### src/rtl/mem_wb_pkg.sv
// Shared types and helpers for the MEM/WB pipeline register.
// The optional performance counters are enabled with MEM_WB_PERF_CNT_EN.
package mem_wb_pkg;

  localparam int DEF_DATA_W     = 32;
  localparam int DEF_REG_ADDR_W = 5;
  localparam int ZERO_REG       = 0;

  typedef struct packed {
    logic                      regwrite;
    logic                      memtoreg;
    logic [DEF_DATA_W-1:0]     rdata;
    logic [DEF_DATA_W-1:0]     alu_res;
    logic [DEF_REG_ADDR_W-1:0] wreg;
  } mem_wb_entry_t;

  // Flat payload width for a given parameterisation; same field order as the struct.
  function automatic int entry_w(int dw, int aw);
    return 2 + 2 * dw + aw;
  endfunction

  function automatic logic [31:0] sat_add32(logic [31:0] a, logic [1:0] b);
    logic [32:0] s;
    s = {1'b0, a} + 33'(b);
    return s[32] ? 32'hFFFF_FFFF : s[31:0];
  endfunction

endpackage

### src/rtl/pipe_skid_buf.sv
// Generic 2-entry valid/ready skid buffer with flush. The main entry drives the output;
// the skid entry catches one input while the consumer stalls, keeping in_ready registered.
module pipe_skid_buf #(
  parameter int W = 8
) (
  input  logic         clk,
  input  logic         rst,
  input  logic         flush,
  input  logic         in_valid,
  output logic         in_ready,
  input  logic [W-1:0] in_data,
  output logic         out_valid,
  input  logic         out_ready,
  output logic [W-1:0] out_data
);

  logic         m_vld, s_vld;
  logic [W-1:0] m_dat, s_dat;
  logic         acc, drn;

  assign in_ready  = ~s_vld;
  assign out_valid = m_vld;
  assign out_data  = m_dat;
  assign acc       = in_valid & ~s_vld;
  assign drn       = m_vld & out_ready;

  always_ff @(posedge clk) begin
    if (rst) begin
      m_vld <= 1'b0;
      s_vld <= 1'b0;
      m_dat <= '0;
      s_dat <= '0;
    end else if (flush) begin
      // Payloads are left stale on purpose; only the valid bits matter.
      m_vld <= 1'b0;
      s_vld <= 1'b0;
    end else if (!m_vld) begin
      if (acc) begin
        m_vld <= 1'b1;
        m_dat <= in_data;
      end
    end else if (drn) begin
      if (s_vld) begin
        m_dat <= s_dat;
        s_vld <= 1'b0;
      end else if (acc) begin
        m_dat <= in_data;
      end else begin
        m_vld <= 1'b0;
      end
    end else if (!s_vld && acc) begin
      s_vld <= 1'b1;
      s_dat <= in_data;
    end
  end

endmodule

### src/rtl/mem_wb_stage.sv
// MEM/WB pipeline register: skid-buffered handshake, writeback mux, forwarding tap.
// Define MEM_WB_PERF_CNT_EN to add the stall_cnt / flush_cnt counters.
module mem_wb_stage
  import mem_wb_pkg::*;
#(
  parameter int DATA_W        = 32,
  parameter int REG_ADDR_W    = 5,
  parameter bit ZERO_REG_GATE = 1'b1
) (
  input  logic                  clk,
  input  logic                  rst,
  input  logic                  flush,
  input  logic                  in_valid,
  output logic                  in_ready,
  input  logic                  in_regwrite,
  input  logic                  in_memtoreg,
  input  logic [DATA_W-1:0]     in_rdata,
  input  logic [DATA_W-1:0]     in_alu_res,
  input  logic [REG_ADDR_W-1:0] in_wreg,
  output logic                  out_valid,
  input  logic                  out_ready,
  output logic                  wb_we,
  output logic [REG_ADDR_W-1:0] wb_wreg,
  output logic [DATA_W-1:0]     wb_data,
  output logic                  fwd_en,
  output logic [REG_ADDR_W-1:0] fwd_wreg,
  output logic [DATA_W-1:0]     fwd_data
`ifdef MEM_WB_PERF_CNT_EN
  ,
  output logic [31:0]           stall_cnt,
  output logic [31:0]           flush_cnt
`endif
);

  localparam int PAY_W = entry_w(DATA_W, REG_ADDR_W);

  logic [PAY_W-1:0]      in_pay, m_pay;
  logic                  m_regwrite, m_memtoreg, wreg_ok;
  logic [DATA_W-1:0]     m_rdata, m_alu_res;
  logic [REG_ADDR_W-1:0] m_wreg;

  assign in_pay = {in_regwrite, in_memtoreg, in_rdata, in_alu_res, in_wreg};

  pipe_skid_buf #(.W(PAY_W)) u_skid (
    .clk       (clk),
    .rst       (rst),
    .flush     (flush),
    .in_valid  (in_valid),
    .in_ready  (in_ready),
    .in_data   (in_pay),
    .out_valid (out_valid),
    .out_ready (out_ready),
    .out_data  (m_pay)
  );

  assign m_regwrite = m_pay[PAY_W-1];
  assign m_memtoreg = m_pay[PAY_W-2];
  assign m_rdata    = m_pay[REG_ADDR_W+DATA_W +: DATA_W];
  assign m_alu_res  = m_pay[REG_ADDR_W +: DATA_W];
  assign m_wreg     = m_pay[REG_ADDR_W-1:0];

  generate
    if (ZERO_REG_GATE) begin : g_zgate
      assign wreg_ok = (m_wreg != REG_ADDR_W'(ZERO_REG));
    end else begin : g_nogate
      assign wreg_ok = 1'b1;
    end
  endgenerate

  // Mux sits after the register so the write port sees a stable selected value.
  assign wb_we    = out_valid & m_regwrite & wreg_ok;
  assign wb_wreg  = m_wreg;
  assign wb_data  = m_memtoreg ? m_rdata : m_alu_res;
  assign fwd_en   = wb_we;
  assign fwd_wreg = wb_wreg;
  assign fwd_data = wb_data;

`ifdef MEM_WB_PERF_CNT_EN
  // Skid occupancy is exactly ~in_ready, so the live count is out_valid + ~in_ready.
  logic [1:0] n_kill;
  assign n_kill = {1'b0, out_valid} + {1'b0, ~in_ready};

  always_ff @(posedge clk) begin
    if (rst) begin
      stall_cnt <= '0;
      flush_cnt <= '0;
    end else begin
      if (out_valid && !out_ready)
        stall_cnt <= sat_add32(stall_cnt, 2'd1);
      if (flush)
        flush_cnt <= sat_add32(flush_cnt, n_kill);
    end
  end
`endif

endmodule
### config.mk
export PLATFORM = sky130hd
export DESIGN_NAME = mem_wb_stage
export DESIGN_NICKNAME = d
export VERILOG_FILES = /design/src/rtl/mem_wb_pkg.sv /design/src/rtl/pipe_skid_buf.sv /design/src/rtl/mem_wb_stage.sv
export SDC_FILE = /design/constraint.sdc
export NUM_CORES = 1
export LEC_CHECK = 0
export BUFFER_PORTS_ARGS = -buffer_cell sky130_fd_sc_hd__buf_4
export CAP_MARGIN = 20
export CORE_UTILIZATION = 25
export CTS_CLUSTER_DIAMETER = 60
export CTS_CLUSTER_SIZE = 8
export DETAILED_ROUTE_END_ITERATION = 8
export GPL_ROUTABILITY_DRIVEN = 0
export PLACE_DENSITY = 0.46
export SLEW_MARGIN = 10
export SYNTH_ARGS = -nofsm -noshare
export SYNTH_HDL_FRONTEND = slang
export SYNTH_SLANG_ARGS = --single-unit
### constraint.sdc
create_clock -name clk -period 2.2 [get_ports clk]
set_input_delay 0.11 -clock clk [delete_from_list [all_inputs] [get_ports clk]]
set_output_delay 0.11 -clock clk [all_outputs]
set_load 0.02 [all_outputs]
==> run_results.csv <==
group,metric,value,unit
pwr,combPwrFrac,18.5,%
critical_path,crit_slowest_cell,"o21ai_0",
grt,grtUsageTotal,15.7,%
yosys,ys_warn_count,0,
sta,fmax,0.517,GHz
cells_and_area,drive_gt1_share,26.7,%
yosys,postSynthNetCount,1013,
critical_path,end_kind,"output port",
yosys,netlist_area,7700,sq um
cells_and_area,final_cell_mix,"165 x buf_4, 143 x inv_1, 141 x dfxtp_1",
sta,finClkSkew,11.1,ps
detailed_routing,finalWirelength,24700,um
sta,fin_crit_sh,88.0,%
detailed_routing,wl_per_cell,16.9,um
cells_and_area,area_growth_syn_to_layout,32.5,%
clock_network,ctsResizeCount,0,
clock_network,post_cts.repair.setup_buffers,0,
clock_network,cts_buffer_depth,2,
critical_path,rrSetupSlack,450,ps
yosys,ys_ff_latch,144,
floorplan,die_w,178,um
pwr,powerDensity,688,nW/um^2
run,drv_cap,0,
sta,min_period,1940,ps
clock_network,cts_tree,"yes",
grt,antenna_found_initial,0,
placement,place_hpwl,15700,um
critical_path,cp.arrival,1830,ps
cells_and_area,antenna_cells,0,
critical_path,required,2090,ps
pwr,p_int,5.03,mW
clock_network,cts_buffers,17,
clock_network,cts_max_level,4,
detailed_routing,routed_via_density,4.78,
pwr,max-vdd-ir-drop,0.598,mV
critical_path,cp-start-kind,"flip-flop",
pwr,p_switching,1.99,mW
sta,drv_slew,0,
floorplan,die_area,31500,sq um
yosys,synthCells,937,
floorplan,rows,63,
critical_path,path_cells,"buf_12 > o21ai_0 > buf_4",
sta,finalHoldViolations,0,
detailed_routing,drc,0,
detailed_routing,first_pass_iters,5,
yosys,syn_avg_cell_area,8.22,sq um
pwr,power_frac_clock,42.1,%
yosys,ys_seq_area_share,37.4,%
yosys,synth_cell_type_count,26,
sta,worst_slew_pin_slew,599,ps
pwr,power_frac_seq,39.4,%
floorplan,fp.dieH,178,um
status,status,"complete, no violations",
pwr,p_leak,3.57,nW
pwr,switching_share,28.3,%
floorplan,pin_count,154,
critical_path,cp_slowest_stage_delay,490,ps
sta,tns,0,ps
sta,rsz0062_at_grt,"no",
floorplan,initial_utilization,25.7,%
min_path,hp-class,"in -> reg",
sta,setup-violations-final,0,
floorplan,core_area,30000,sq um
grt,grt_pass1_wl,38100,um
placement,port_buffers,153,
clock_network,clk_pin_slew,60,ps
clock_network,clk-insertion-delay-late,420,ps
detailed_routing,num_vias,6988,
grt,grt_pass1_vias,6488,
cells_and_area,nets,1134,
critical_path,path_max_fanout,44,
detailed_routing,antenna_left,0,
grt,grt_max_degree,66,
clock_network,clockRootBuffer,"clkbuf_16",
critical_path,worstSetupPathType,"reg -> out",
detailed_routing,drt_iter0_drc,648,
grt,grt_overflow_total,0,
cells_and_area,layout_commonest_cell,"buf_4",
sta,slew-limit-headroom,60.0,%
clock_network,cts.sinks,144,
cells_and_area,finish.utilization,34.1,%
## synth_stat cells
| master | instances | share of area [%] |
|---|---|---|
| dfxtp_1 | 144 | 37 |
| inv_1 | 143 | 7.0 |
| o21ai_0 | 103 | 6.7 |
| a21oi_1 | 73 | 4.7 |
| clkbuf_1 | 73 | 3.6 |
| nor2_1 | 72 | 3.5 |
| a32o_1 | 71 | 9.2 |
| nand3_1 | 71 | 4.6 |
| a221oi_2 | 70 | 14 |
| buf_4 | 43 | 4.2 |
| nand2_1 | 33 | 1.6 |
| buf_2 | 15 | 0.97 |
| buf_6 | 9 | 1.3 |
| buf_1 | 5 | 0.24 |
| a2111oi_0 | 1 | 0.11 |
| a221oi_1 | 1 | 0.11 |
| a22oi_1 | 1 | 0.098 |
| inv_2 | 1 | 0.049 |
| mux2i_1 | 1 | 0.13 |
| nand2b_1 | 1 | 0.081 |
| nand4bb_1 | 1 | 0.15 |
| nor2b_4 | 1 | 0.18 |
| nor3_1 | 1 | 0.065 |
| nor4_1 | 1 | 0.081 |
| nor4bb_1 | 1 | 0.13 |
| or3_1 | 1 | 0.081 |
## per-stage QoR
stage                     hold WS, ps  instance area (sq um)  worst slack, ps  std cells  power, mW
after CTS                        97.9                  10200              220       1461       7.11
after global routing              104                  10200              145       1461       7.31
after global placement            384                   8880              485       1357       4.03
after detailed placement          392                   8880              470       1357       4.03
final                             122                  10200              264       1461       7.02
after floorplan                   226                   7700              370        937       3.61
## layer usage
layer / part of all wire, % / global-route usage [%]
met3: 3.8 / 2.66
met1: 50 / 22.9
met4: 0.90 / 4.13
met2: 45 / 23.5
met5: 0 / 0
## cell type report
class / instances / area, sq um
Multi-Input combinational cell: 504 / 3530
Sequential cell: 144 / 2890
Tap cell: 390 / 488
Clock buffer: 20 / 467
Inverter: 144 / 541
Fill cell: 3140 / 19800
Clock inverter: 12 / 134
Timing Repair Buffer: 247 / 2150
## timing repair
item	in CTS	in global routing
endpoints found under the hold margin	72	0
hold buffers	72	0
setup endpoints to repair	0	0
## power groups by stage
stage                     logic, mW  clock network, mW  registers [mW]
after floorplan               0.807                  0            2.80
after global placement         1.21                  0            2.82
after detailed placement       1.21                  0            2.82
after CTS                      1.32               3.03            2.76
after global routing           1.40               3.13            2.78
final                          1.30               2.96            2.76
## worst paths after layout
kind | start | endpoint | depth (start not counted)
max | u_skid.out_data[69]$_SDFFE_PP0P_ | wb_data[9] | 3
min reg2reg | u_skid.out_data[51]$_SDFFE_PP0P_ | u_skid.out_data[51]$_SDFFE_PP0P_ | 2
min | rst | u_skid.s_dat[14]$_SDFFE_PP0P_ | 2
max reg2reg | u_skid.s_vld$_SDFFE_PP0P_ | u_skid.out_data[21]$_SDFFE_PP0P_ | 4
## worst max-delay path: cells and delay by family (launching register included)
| kind | cells | cell delay [ps] |
|---|---|---|
| AOI/OAI and AO/OA | 1 | 490 |
| buffers and inverters | 2 | 480 |
| DFF | 1 | 440 |
## logic make-up (layout without fill, tap and decap cells)
family | count (synthesis) | in the layout | share of synthesized area [%]
AOI/OAI and AO/OA | 320 | 320 | 34.6
buffers and inverters | 289 | 423 | 17.3
and+or+nand+nor | 183 | 183 | 10.5
DFF | 144 | 144 | 37.4
muxes | 1 | 1 | 0.130
## state kept, by name, summed over array words and instances (netlist names)
name,cells
u_skid.out_data,71
u_skid.s_dat,71
u_skid.out_valid,1
u_skid.s_vld,1
No activity file was read; power rests on OpenSTA's default activity.
